`config.mk`:
```
export PLATFORM = sky130hd
export DESIGN_NAME = video_in_dma_store_flat
export DESIGN_NICKNAME = d
export VERILOG_FILES = /design/src/rtl/video_in_dma_store_pkg.sv /design/src/rtl/video_in_dma_store_if.sv /design/src/rtl/video_in_dma_store_irq_stretch.sv /design/src/rtl/video_in_dma_store.sv /design/src/flat_wrapper.sv
export SDC_FILE = /design/constraint.sdc
export NUM_CORES = 1
export LEC_CHECK = 0
export ABC_AREA = 0
export CAP_MARGIN = 15
export CORE_ASPECT_RATIO = 1.75
export CORE_MARGIN = 8
export CORE_UTILIZATION = 40
export DETAILED_ROUTE_END_ITERATION = 10
export HOLD_SLACK_MARGIN = 0.12
export PLACE_DENSITY = 0.68
export RECOVER_POWER = 50
export SLEW_MARGIN = 20
export SYNTH_ARGS = -nofsm -noshare
export SYNTH_HDL_FRONTEND = slang
export SYNTH_SLANG_ARGS = --single-unit
```
`constraint.sdc`:
```
create_clock -name clk -period 8.5 [get_ports clk]
set_clock_uncertainty 0.1 [all_clocks]
set_input_delay 1.275 -clock clk [delete_from_list [all_inputs] [get_ports clk]]
set_output_delay 1.275 -clock clk [all_outputs]
set_load 0.1 [all_outputs]
```
`src/rtl/video_in_dma_store_pkg.sv`:
```
// video_in_pkg: shared DMA state type and frame sizing helper for the video_in store path
package video_in_pkg;
    typedef enum logic [2:0] {IDLE, ARM, WAITD, BURST, FDONE, BERR} dma_state_t;
    function automatic int frame_words(input int w, input int h, input int bpp);
        return w * h * bpp / 4;
    endfunction
endpackage

```
`src/rtl/video_in_dma_store_if.sv`:
```
// video_in_dma_store_if: Wishbone classic write-master bundle
interface video_in_dma_store_if;
    logic        p_wb_CYC_O;
    logic        p_wb_STB_O;
    logic        p_wb_WE_O;
    logic        p_wb_LOCK_O;
    logic [3:0]  p_wb_SEL_O;
    logic [31:0] p_wb_ADR_O;
    logic [31:0] p_wb_DAT_O;
    logic        p_wb_ACK_I;
    logic        p_wb_ERR_I;
    modport master (
        output p_wb_CYC_O, p_wb_STB_O, p_wb_WE_O, p_wb_LOCK_O, p_wb_SEL_O, p_wb_ADR_O, p_wb_DAT_O,
        input  p_wb_ACK_I, p_wb_ERR_I
    );
    modport slave (
        input  p_wb_CYC_O, p_wb_STB_O, p_wb_WE_O, p_wb_LOCK_O, p_wb_SEL_O, p_wb_ADR_O, p_wb_DAT_O,
        output p_wb_ACK_I, p_wb_ERR_I
    );
endinterface

```
`src/rtl/video_in_dma_store_irq_stretch.sv`:
```
// video_in_irq_stretch: turns a one-cycle start into an IRQ_CYCLES-long pulse with a last-cycle flag
module video_in_irq_stretch #(
    parameter int IRQ_CYCLES = 3
) (
    input  logic clk,
    input  logic RST,
    input  logic start,
    output logic irq,
    output logic done
);
    localparam int CW = $clog2(IRQ_CYCLES + 1);
    logic [CW-1:0] cnt;
    // Load the pulse length on start and count it down while the interrupt is held
    always_ff @(posedge clk or posedge RST) begin
        if (RST) begin
            cnt <= '0;
            irq <= 1'b0;
        end else if (start) begin
            cnt <= CW'(IRQ_CYCLES);
            irq <= 1'b1;
        end else if (cnt != '0) begin
            cnt <= cnt - CW'(1);
            irq <= cnt != CW'(1);
        end
    end
    assign done = cnt == CW'(1);
endmodule

```
`src/rtl/video_in_dma_store.sv`:
```
// video_in_dma_store: ping-pong frame-buffer burst writer draining the pixel FIFO onto Wishbone
module video_in_dma_store
    import video_in_pkg::*;
#(
    parameter int P_WIDTH    = 640,
    parameter int P_HEIGHT   = 480,
    parameter int P_BPP      = 1,
    parameter int BURST_LEN  = 16,
    parameter int NB_BUF     = 2,
    parameter int IRQ_CYCLES = 3
) (
    input  logic        clk,
    input  logic        RST,
    input  logic [31:0] cfg_base0,
    input  logic [31:0] cfg_base1,
    input  logic        cfg_go,
    input  logic        cfg_cont,
    input  logic        fifo_burst_avl,
    input  logic [31:0] fifo_data,
    output logic        fifo_rd,
    output logic        irq_frame,
    output logic        irq_err,
    output logic        busy,
    output logic        cur_buf,
    video_in_dma_store_if.master wb
);
    localparam int FRAME_WORDS = frame_words(P_WIDTH, P_HEIGHT, P_BPP);
    localparam int FWW = $clog2(FRAME_WORDS + 1);
    localparam int BW = $clog2(BURST_LEN + 1);

    if (FRAME_WORDS % BURST_LEN != 0 || (BURST_LEN & (BURST_LEN - 1)) != 0) begin : g_bad_burst
        $error("BURST_LEN must be a power of two dividing the frame size");
    end
    if (IRQ_CYCLES < 3 || (NB_BUF != 1 && NB_BUF != 2)) begin : g_bad_cfg
        $error("IRQ_CYCLES must be >= 3 and NB_BUF 1 or 2");
    end

    dma_state_t     state;
    logic [FWW-1:0] frame_word;
    logic [BW-1:0]  beat;
    logic [31:0]    adr;
    logic [31:0]    dat;
    logic           bus_act;
    logic           frame_go;
    logic           err_go;
    logic           frame_done;
    logic           err_done;

    wire bus_err  = bus_act & wb.p_wb_ERR_I;
    wire good_ack = bus_act & wb.p_wb_ACK_I & ~wb.p_wb_ERR_I;
    wire last     = beat == BW'(BURST_LEN - 1);
    wire frame_end = frame_word == FWW'(FRAME_WORDS - 1);

    assign fifo_rd = (state == WAITD && fifo_burst_avl) || (state == BURST && good_ack && !last);
    assign busy    = state != IDLE;
    assign wb.p_wb_CYC_O  = bus_act;
    assign wb.p_wb_STB_O  = bus_act;
    assign wb.p_wb_WE_O   = bus_act;
    assign wb.p_wb_LOCK_O = bus_act;
    assign wb.p_wb_SEL_O  = 4'hf;
    assign wb.p_wb_ADR_O  = adr;
    assign wb.p_wb_DAT_O  = dat;

    // Frame sequencer: owns the bus cycle, address/data registers and buffer selection
    always_ff @(posedge clk or posedge RST) begin
        if (RST) begin
            state      <= IDLE;
            bus_act    <= 1'b0;
            adr        <= '0;
            dat        <= '0;
            frame_word <= '0;
            beat       <= '0;
            cur_buf    <= 1'b0;
            frame_go   <= 1'b0;
            err_go     <= 1'b0;
        end else begin
            frame_go <= 1'b0;
            err_go   <= 1'b0;
            case (state)
                IDLE: state <= cfg_go ? ARM : IDLE;
                ARM: begin
                    frame_word <= '0;
                    adr        <= (NB_BUF == 2 && cur_buf) ? cfg_base1 : cfg_base0;
                    state      <= WAITD;
                end
                WAITD: if (fifo_burst_avl) begin
                    bus_act <= 1'b1;
                    dat     <= fifo_data;
                    beat    <= '0;
                    state   <= BURST;
                end
                BURST: if (bus_err) begin
                    bus_act <= 1'b0;
                    err_go  <= 1'b1;
                    state   <= BERR;
                end else if (good_ack) begin
                    frame_word <= frame_word + FWW'(1);
                    beat       <= beat + BW'(1);
                    adr        <= adr + 32'd4;
                    if (last) begin
                        bus_act  <= 1'b0;
                        frame_go <= frame_end;
                        state    <= frame_end ? FDONE : WAITD;
                    end else begin
                        dat <= fifo_data;
                    end
                end
                FDONE: if (frame_done) begin
                    cur_buf <= NB_BUF == 2 ? ~cur_buf : cur_buf;
                    state   <= cfg_cont ? ARM : IDLE;
                end
                BERR: state <= err_done ? IDLE : BERR;
                default: state <= IDLE;
            endcase
        end
    end

    video_in_irq_stretch #(.IRQ_CYCLES(IRQ_CYCLES)) u_irq_frame (
        .clk(clk), .RST(RST), .start(frame_go), .irq(irq_frame), .done(frame_done)
    );
    video_in_irq_stretch #(.IRQ_CYCLES(IRQ_CYCLES)) u_irq_err (
        .clk(clk), .RST(RST), .start(err_go), .irq(irq_err), .done(err_done)
    );
endmodule

```
`src/flat_wrapper.sv`:
```
// flat-port wrapper written by rule: the top's interface ports become plain ports
module video_in_dma_store_flat import video_in_pkg::*;
#(
    parameter int P_WIDTH    = 640,
    parameter int P_HEIGHT   = 480,
    parameter int P_BPP      = 1,
    parameter int BURST_LEN  = 16,
    parameter int NB_BUF     = 2,
    parameter int IRQ_CYCLES = 3
)
  (clk, RST, cfg_base0, cfg_base1, cfg_go, cfg_cont, fifo_burst_avl, fifo_data, fifo_rd, irq_frame, irq_err, busy, cur_buf, wb_p_wb_CYC_O, wb_p_wb_STB_O, wb_p_wb_WE_O, wb_p_wb_LOCK_O, wb_p_wb_SEL_O, wb_p_wb_ADR_O, wb_p_wb_DAT_O, wb_p_wb_ACK_I, wb_p_wb_ERR_I);
  video_in_dma_store_if wb_i ();
  input  logic clk;
  input  logic RST;
  input  logic [31:0] cfg_base0;
  input  logic [31:0] cfg_base1;
  input  logic cfg_go;
  input  logic cfg_cont;
  input  logic fifo_burst_avl;
  input  logic [31:0] fifo_data;
  output logic fifo_rd;
  output logic irq_frame;
  output logic irq_err;
  output logic busy;
  output logic cur_buf;
  output wire logic [$bits(wb_i.p_wb_CYC_O)-1:0] wb_p_wb_CYC_O;
  output wire logic [$bits(wb_i.p_wb_STB_O)-1:0] wb_p_wb_STB_O;
  output wire logic [$bits(wb_i.p_wb_WE_O)-1:0] wb_p_wb_WE_O;
  output wire logic [$bits(wb_i.p_wb_LOCK_O)-1:0] wb_p_wb_LOCK_O;
  output wire logic [$bits(wb_i.p_wb_SEL_O)-1:0] wb_p_wb_SEL_O;
  output wire logic [$bits(wb_i.p_wb_ADR_O)-1:0] wb_p_wb_ADR_O;
  output wire logic [$bits(wb_i.p_wb_DAT_O)-1:0] wb_p_wb_DAT_O;
  input wire logic [$bits(wb_i.p_wb_ACK_I)-1:0] wb_p_wb_ACK_I;
  input wire logic [$bits(wb_i.p_wb_ERR_I)-1:0] wb_p_wb_ERR_I;
  assign wb_p_wb_CYC_O = wb_i.p_wb_CYC_O;
  assign wb_p_wb_STB_O = wb_i.p_wb_STB_O;
  assign wb_p_wb_WE_O = wb_i.p_wb_WE_O;
  assign wb_p_wb_LOCK_O = wb_i.p_wb_LOCK_O;
  assign wb_p_wb_SEL_O = wb_i.p_wb_SEL_O;
  assign wb_p_wb_ADR_O = wb_i.p_wb_ADR_O;
  assign wb_p_wb_DAT_O = wb_i.p_wb_DAT_O;
  assign wb_i.p_wb_ACK_I = wb_p_wb_ACK_I;
  assign wb_i.p_wb_ERR_I = wb_p_wb_ERR_I;
  video_in_dma_store #(.P_WIDTH(P_WIDTH), .P_HEIGHT(P_HEIGHT), .P_BPP(P_BPP), .BURST_LEN(BURST_LEN), .NB_BUF(NB_BUF), .IRQ_CYCLES(IRQ_CYCLES)) u_core (.clk(clk), .RST(RST), .cfg_base0(cfg_base0), .cfg_base1(cfg_base1), .cfg_go(cfg_go), .cfg_cont(cfg_cont), .fifo_burst_avl(fifo_burst_avl), .fifo_data(fifo_data), .fifo_rd(fifo_rd), .irq_frame(irq_frame), .irq_err(irq_err), .busy(busy), .cur_buf(cur_buf), .wb(wb_i));
endmodule
```
# Yosys cells after proc, flatten, opt, wreduce, memory -nomap -nowiden
# Cells that the tools add are included.
# word_totals
latch_bits	0
regBits	99
n_memories	0
romBits	0
in_bits	103
ram_bits	0
# op_classes
n_mux	45
bitwise_logic	5
eq_ne	18
reduce_logical	19
multipliers	0
shift	0
div	0
order_cmp	0
add_sub_neg	5
# op_table
op	n
$mux W32	7
$pmux W32 S2	2
$mux W17	2
$pmux W17 S2	1
$add A32 B3 Y32 const B	1
$mux W3	7
$pmux W3 S6	1
$add A17 B1 Y17 const B	1
$eq A17 B17 Y1 const B	1
$mux W1	16
$mux W5	3
$reduce_and A4 Y1	3
$reduce_bool A2 Y1	6
$pmux W5 S2	1
$mux W2	4
$ne A2 B1 Y1 const B	4
$eq A3 B2 Y1 const B	2
$eq A3 B3 Y1 const B	2
$ne A2 B2 Y1 const B	3
$ne A3 B1 Y1 const B	2
$add A5 B1 Y5 const B	1
$eq A5 B4 Y1 const B	1
$reduce_and A5 Y1	1
$eq A2 B1 Y1 const B	2
12 further kinds	18

# Longest topological paths before layout
# Gate-level depths: netlist (run 1).
# depth
depth_word	6
ltp_mapped	7

# Cells and area by module
# A second synthesis (run 1) with hierarchy kept.
# hier_totals
hier_cells	576
hier_area_um2	5657.9
# by_module_without_submodules
module	area_per_inst_um2	cells_per_inst	instances
video_in_dma_store	5340.1	546	1
video_in_irq_stretch	158.9	15	2

# Worst setup path after synthesis (run 1)
# Ideal clock, no wire load.
# synth_path
path_kind	input to output
startpoint	in wb_p_wb_ERR_I
endpoint	out fifo_rd
slack_ns	4.681
stages	4
arrival_ns	2.444
path_cell_list	and3b_1 -> nand2_1 -> o21ai_2 -> buf_2
# synth_between
elab_chain_cells	5
# synth_rtl
item	line_no	source
start: declaration	flat_wrapper.sv:34	input wire logic [$bits(wb_i.p_wb_ERR_I)-1:0] wb_p_wb_ERR_I;
$not A1 Y1	video_in_dma_store.sv:50	wire good_ack = bus_act & wb.p_wb_ACK_I & ~wb.p_wb_ERR_I;
$and A1 B1 Y1	video_in_dma_store.sv:50	
$logic_and A1 B1 Y1 (2 in a row)	video_in_dma_store.sv:54	assign fifo_rd = (state == WAITD && fifo_burst_avl) || (state == BURST && good_ack && !last);
$logic_or A1 B1 Y1	video_in_dma_store.sv:54	
end: declaration	flat_wrapper.sv:21	output logic fifo_rd;
# Every way passes these cells.

==> results of run 1 <==
==> cell type report <==
type / instances / area share
well taps: 177 / 0.0286
clock buffers: 10 / 0.0295
multi-input cells: 413 / 0.374
repair buffers: 182 / 0.231
flip-flops and latches: 99 / 0.320
inverters: 11 / 0.00549
clock inverters: 6 / 0.0115
==> routing by layer <==
layer	GRT usage	share of wire	vias up
met3	0.0513	0.080	30
met2	0.327	0.52	220
met1	0.192	0.38	2455
li1	-	-	2393
met4	0.0808	0.026	0
met5	0	0	-
==> state kept, by name (all words and copies together), names as in the netlist <==
| signal | flops |
|---|---|
| u_core.beat | 5 |
| u_core.cur_buf | 1 |
| u_core.err_go | 1 |
| u_core.frame_go | 1 |
| u_core.frame_word | 17 |
| u_core.state | 3 |
| u_core.u_irq_err.cnt | 2 |
| u_core.u_irq_err.irq | 1 |
| u_core.u_irq_frame.cnt | 2 |
| u_core.u_irq_frame.irq | 1 |
| u_core.wb.p_wb_ADR_O | 32 |
| u_core.wb.p_wb_CYC_O | 1 |
| u_core.wb.p_wb_DAT_O | 32 |
==> critical path: cells and delay by family <==
| family | cells | cell delay, ns |
|---|---|---|
| buf+inv | 3 | 3.91 |
==> cell families after synthesis <==
family | share of synthesized area
simple gates | 0.196
xor+xnor | 0.0141
mux | 0.143
flops | 0.442
other cells | 0.000670
buf+inv | 0.0416
compound gates | 0.144
fa+ha+maj | 0.0179
==> how the worst min path moves through the flow <==
stage | endpoint | slack, ns | cells past startpoint
2_1_floorplan | u_core.u_irq_err.irq | 0.34 | 1
4_1_cts | u_core.u_irq_err.irq | 0.40 | 1
3_5_place_dp | u_core.u_irq_err.irq | 0.38 | 1
6_report | u_core.u_irq_err.irq | 0.39 | 1
5_1_grt | u_core.u_irq_frame.cnt[1] | 0.41 | 1
3_3_place_gp | u_core.u_irq_err.irq | 0.36 | 1
==> metrics by stage <==
step	hold slack, ns	area [µm²]	utilization	worst slack (ns)
after global routing	0.411	7750	0.563	1.50
after CTS	0.398	7770	0.565	2.61
final	0.391	7750	0.563	2.57
after detailed placement	0.380	7460	0.542	2.98
after floorplan	0.343	5610	-	4.53
after global placement	0.359	7460	0.542	3.03
==> cell usage in the layout, fill, tap and decap left out, types with 5 or more instances in the layout <==
cell type	Yosys	layout
a311oi_1	6	6
a211oi_1	12	12
o21ai_0	19	19
inv_1	11	10
clkbuf_16	0	9
nor2_1	36	36
xnor2_1	7	7
o31ai_1	5	5
nand2_1	48	48
mux2_2	40	40
nand4_1	14	14
a21oi_1	21	20
dfrtp_1	99	98
nor4_1	8	8
nor3_1	8	8
and3_1	12	12
mux2i_1	35	35
nand2b_1	8	8
or4_1	6	6
nand3_1	29	29
ha_1	8	8
o311ai_0	9	9
o211ai_1	6	6
clkdlybuf4s50_1	0	172
==> synthesized netlist by cell type (11+ instances only) <==
cell and number:
nor2_1 36, clkbuf_1 18, dfrtp_1 99, a211oi_1 12, inv_1 11, nand3_1 29, and3_1 12, mux2i_1 35
mux2_2 40, a21oi_1 21, o21ai_0 19, nand4_1 14, nand2_1 48
==> flow_summary.toml, run 1 <==
[run_status]
status = "finished with violations"
violations = "max-capacitance violations, max-slew violations"

[clock_tree]
cts_max_level = 3
clkSinkCount = 99
cts.reportedPaths.clkPinSlew_ns = 0.07
clk_latency_ns = 0.34
clock_path_buffers = 2
numCtsBuffers = 9
root_buffer = "clkbuf_16"
hold_buffers = 0
cts-resized-gates = 0
postCtsSetupRepairBufs = 0
cts_tree = "built"

[grt]
globalRouteOverflowTotal = 0
grt_pass1_vias = 5316
grt_pass1_wl_um = 27300
antenna_found_initial = 0
grt_start_max_net_pins = 67
grtUsageTotal = 0.183

[critical_path]
rr_worst_depth = 5
path_class = "in -> async"
endpoint_kind = "async pin"
arrival_ns = 5.24
r2r_end = "u_core.wb.p_wb_DAT_O[10]"
endpoint = "u_core.cur_buf"
worst_setup_path_start_kind = "input port"
path_cells = "dlygate4sd3_1 -> clkinvlp_2 -> clkbuf_1"
rrSetupSlack_ns = 5.46
critPathMaxFanout = 66
critPathSlowestCell = "clkbuf_1"
startpoint = "RST"
cp.required_ns = 7.81
max_stage_delay_ns = 2.48
rr_startpoint = "u_core.state[1]"

[job]
cap_violations = 3

[floorplanning]
die_w_um = 105
ioPinCount = 180
core_um2 = 13800
dieArea_um2 = 18200
std_cell_rows = 57
start_util = 0.407
dieHeight_um = 173

[yosys]
synth_cell_types = 68
synth_top_cells_by_area = "dfrtp_1, mux2_2, mux2i_1"
synth_area_um2 = 5600
ys_ff_latch = 99
async_flop_share = 1.00
syn_avg_cell_area_um2 = 10.0
ys_seq_area_frac = 0.442
synth_flop_cell = "dfrtp_1"
synth_top_cell_by_area = "dfrtp_1"
synth_warnings = 0
postSynthCellCount = 559
synth-edff-count = 0
synth_top_area_share = 0.442

[layout]
multi_input_comb_area_um2 = 2900
n_fill_cell = 1207
nets = 827
syn_to_final_growth_pct = 38.4
drive_gt1_frac = 0.0985
num_antenna_cells = 0
seq_area_um2 = 2480
finalNonFillerCells = 898

[timing]
drv_slew = 140
fmax_mhz = 169
slew_headroom = -1.29
grt_setup_unrepaired = "false"
worstMarginPinSlew_ns = 3.44
hold_viol = 0
tns_ns = 0
fin_crit_sh = 0.698
final-setup-viol-count = 0
fin_crit_ns = 5.93

[routing]
wl_per_cell_um = 18.6
drt-pass1-iter-count = 4
wirelength_um = 16700
via_per_inst = 5.68
antenna_left = 0
num_vias = 5098
drt_iter0_markers = 205
drc_errors = 0

[placed_design]
dp_cells = 882
gp_congestion = 0.817
port_buffers = 175
dp_hpwl_um = 12600

[min_path]
hold_path.class = "reg -> reg"
hp-start = "u_core.err_go"
Power of run 1 is not shown: default switching activity piles up to over one toggle a cycle in this logic, so the estimate is an artifact.
==> run 2, diff against run 1 <==
- PLACE_DENSITY: 0.68 -> 0.71
- clock period: 8.5 -> 5.3 ns (I/O delays scaled with it)
==> run 2 against run 1 <==
The run still ends with max-capacitance violations, max-slew violations left. Sequential share of layout area rose by 0.057 points. Clock-buffer cell count did not move. First-iteration DRC count rose by 16%. Global-route usage fell by 0.44 points. Critical path depth rose by 3. Final cell count fell by 0.11%. Die area did not move. Utilization fell by 0.10 points. Non-clock buffer count did not move. Worst hold slack got worse by 0.011 ns. Flip-flop and latch count did not move. Register-to-register slack got worse by 3.1 ns. Largest cell class unchanged.
==> flow_summary.toml, run 2 (synthesis results as in run 1) <==
[timing]
slew_headroom = -0.816
grt_setup_unrepaired = "false"
fin_crit_ns = 3.65
drv_slew = 99
final-setup-viol-count = 0
worstMarginPinSlew_ns = 2.71
fin_crit_sh = 0.689
fmax_mhz = 274
hold_viol = 0
tns_ns = 0

[critical_path]
critPathBufInv = 3
cp.required_ns = 4.41
path_cells = "and3b_1 -> buf_4 -> nand2_1 -> o21ai_2 -> buf_4 -> buf_12"
rr_startpoint = "u_core.state[2]"
max_stage_delay_ns = 0.71
startpoint = "u_core.state[1]"
crit_family = "buffers and inverters"
endpoint_kind = "primary output"
worst_setup_path_start_kind = "flop"
rrSetupSlack_ns = 2.33
critPathSlowestCell = "dfrtp_1"
arrival_ns = 2.76
path_class = "reg -> out"
crit_top_cell = "buf_4"
critPathMaxFanout = 33

[grt]
grtUsageTotal = 0.178
grt_start_max_net_pins = 63
grt_pass1_wl_um = 27000
globalRouteOverflowTotal = 0
grt_pass1_vias = 5264
antenna_found_initial = 0

[clock_tree]
cts_max_level = 3
cts_tree = "built"
cts.reportedPaths.clkPinSlew_ns = 0.07
clock_path_buffers = 2
hold_buffers = 0
postCtsSetupRepairBufs = 0
cts-resized-gates = 0
clkSinkCount = 99
numCtsBuffers = 9
root_buffer = "clkbuf_16"
clk_latency_ns = 0.34

[layout]
drive_gt1_frac = 0.101
multi_input_comb_area_um2 = 2900
num_antenna_cells = 0
seq_area_um2 = 2480
syn_to_final_growth_pct = 38.2
finalNonFillerCells = 897
layout_common_cells = "clkdlybuf4s50_1, dfrtp_1, nand2_1"
n_fill_cell = 1187
layout_commonest_cell = "clkdlybuf4s50_1"
nets = 827

[routing]
wl_met2_um = 8250
met1_length_um = 6270
drt-pass1-iter-count = 4
drt_iter0_markers = 237
antenna_left = 0
dr_wl_met3_um = 1540
wl_per_cell_um = 18.4
via_per_inst = 5.69
dr.max_layer_used = "met4"
num_vias = 5106
drc_errors = 0
wirelength_um = 16500

[min_path]
hold_path.class = "reg -> reg"
hp-start = "u_core.wb.p_wb_ADR_O[0]"

[placed_design]
gp_congestion = 0.821
dp_cells = 882
dp_hpwl_um = 12400
port_buffers = 175

[run_status]
violations = "max-capacitance violations, max-slew violations"
status = "finished with violations"

[floorplanning]
die_w_um = 105
dieHeight_um = 173
start_util = 0.407
ioPinCount = 180
std_cell_rows = 57
dieArea_um2 = 18200
core_um2 = 13800

[job]
cap_violations = 2
-- run 2: changes by cell type in the layout (fill, tap and decap cells not counted), sizes merged --
| cell | delta |
|---|---|
| buf | +2 |
| clkinv | +1 |
| clkdlybuf4s50 | -1 |
| clkbuf | -1 |
| bufinv | -1 |
| inv | -1 |
-- run 2: tightest hold or removal path: cells and delay by family (launching register included) --
family | cells | cell delay [ns]
AO/OA/AOI/OAI | 1 | 0.06
flip-flops | 1 | 0.34
AND/OR/NAND/NOR | 1 | 0.05
-- run 2: cell type report --
cell class | instances | area share
Multi-Input combinational cell | 413 | 0.375
Tap cell | 177 | 0.0286
Inverter | 11 | 0.00550
Clock buffer | 10 | 0.0296
Sequential cell | 99 | 0.320
Clock inverter | 5 | 0.00712
Timing Repair Buffer | 182 | 0.234
-- run 2: path summary, 6_finish.rpt --
kind	to	cells past startpoint
max	fifo_rd	6
min	u_core.wb.p_wb_ADR_O[0]	2
max reg2reg	u_core.wb.p_wb_ADR_O[24]	5
min reg2reg	u_core.wb.p_wb_ADR_O[0]	2
max in group asynchronous	u_core.wb.p_wb_DAT_O[25]	3
min in group asynchronous	u_core.wb.p_wb_DAT_O[4]	2
-- run 2: layer usage --
| layer | global-route usage | vias up |
|---|---|---|
| met4 | 0.0634 | 0 |
| met2 | 0.308 | 244 |
| met1 | 0.197 | 2442 |
| li1 | - | 2392 |
| met5 | 0 | - |
| met3 | 0.0599 | 28 |
-- run 2: metrics by stage --
step,util,hold WS (ns),cell area [µm²],setup WS [ns]
2_1_floorplan,-,0.343,5610,1.81
3_3_place_gp,0.542,0.353,7470,1.82
3_5_place_dp,0.542,0.373,7470,1.77
4_1_cts,0.563,0.389,7750,1.63
5_1_grt,0.562,0.416,7740,1.03
6_report,0.562,0.381,7740,1.65
Power of run 2 is left out for the same reason.
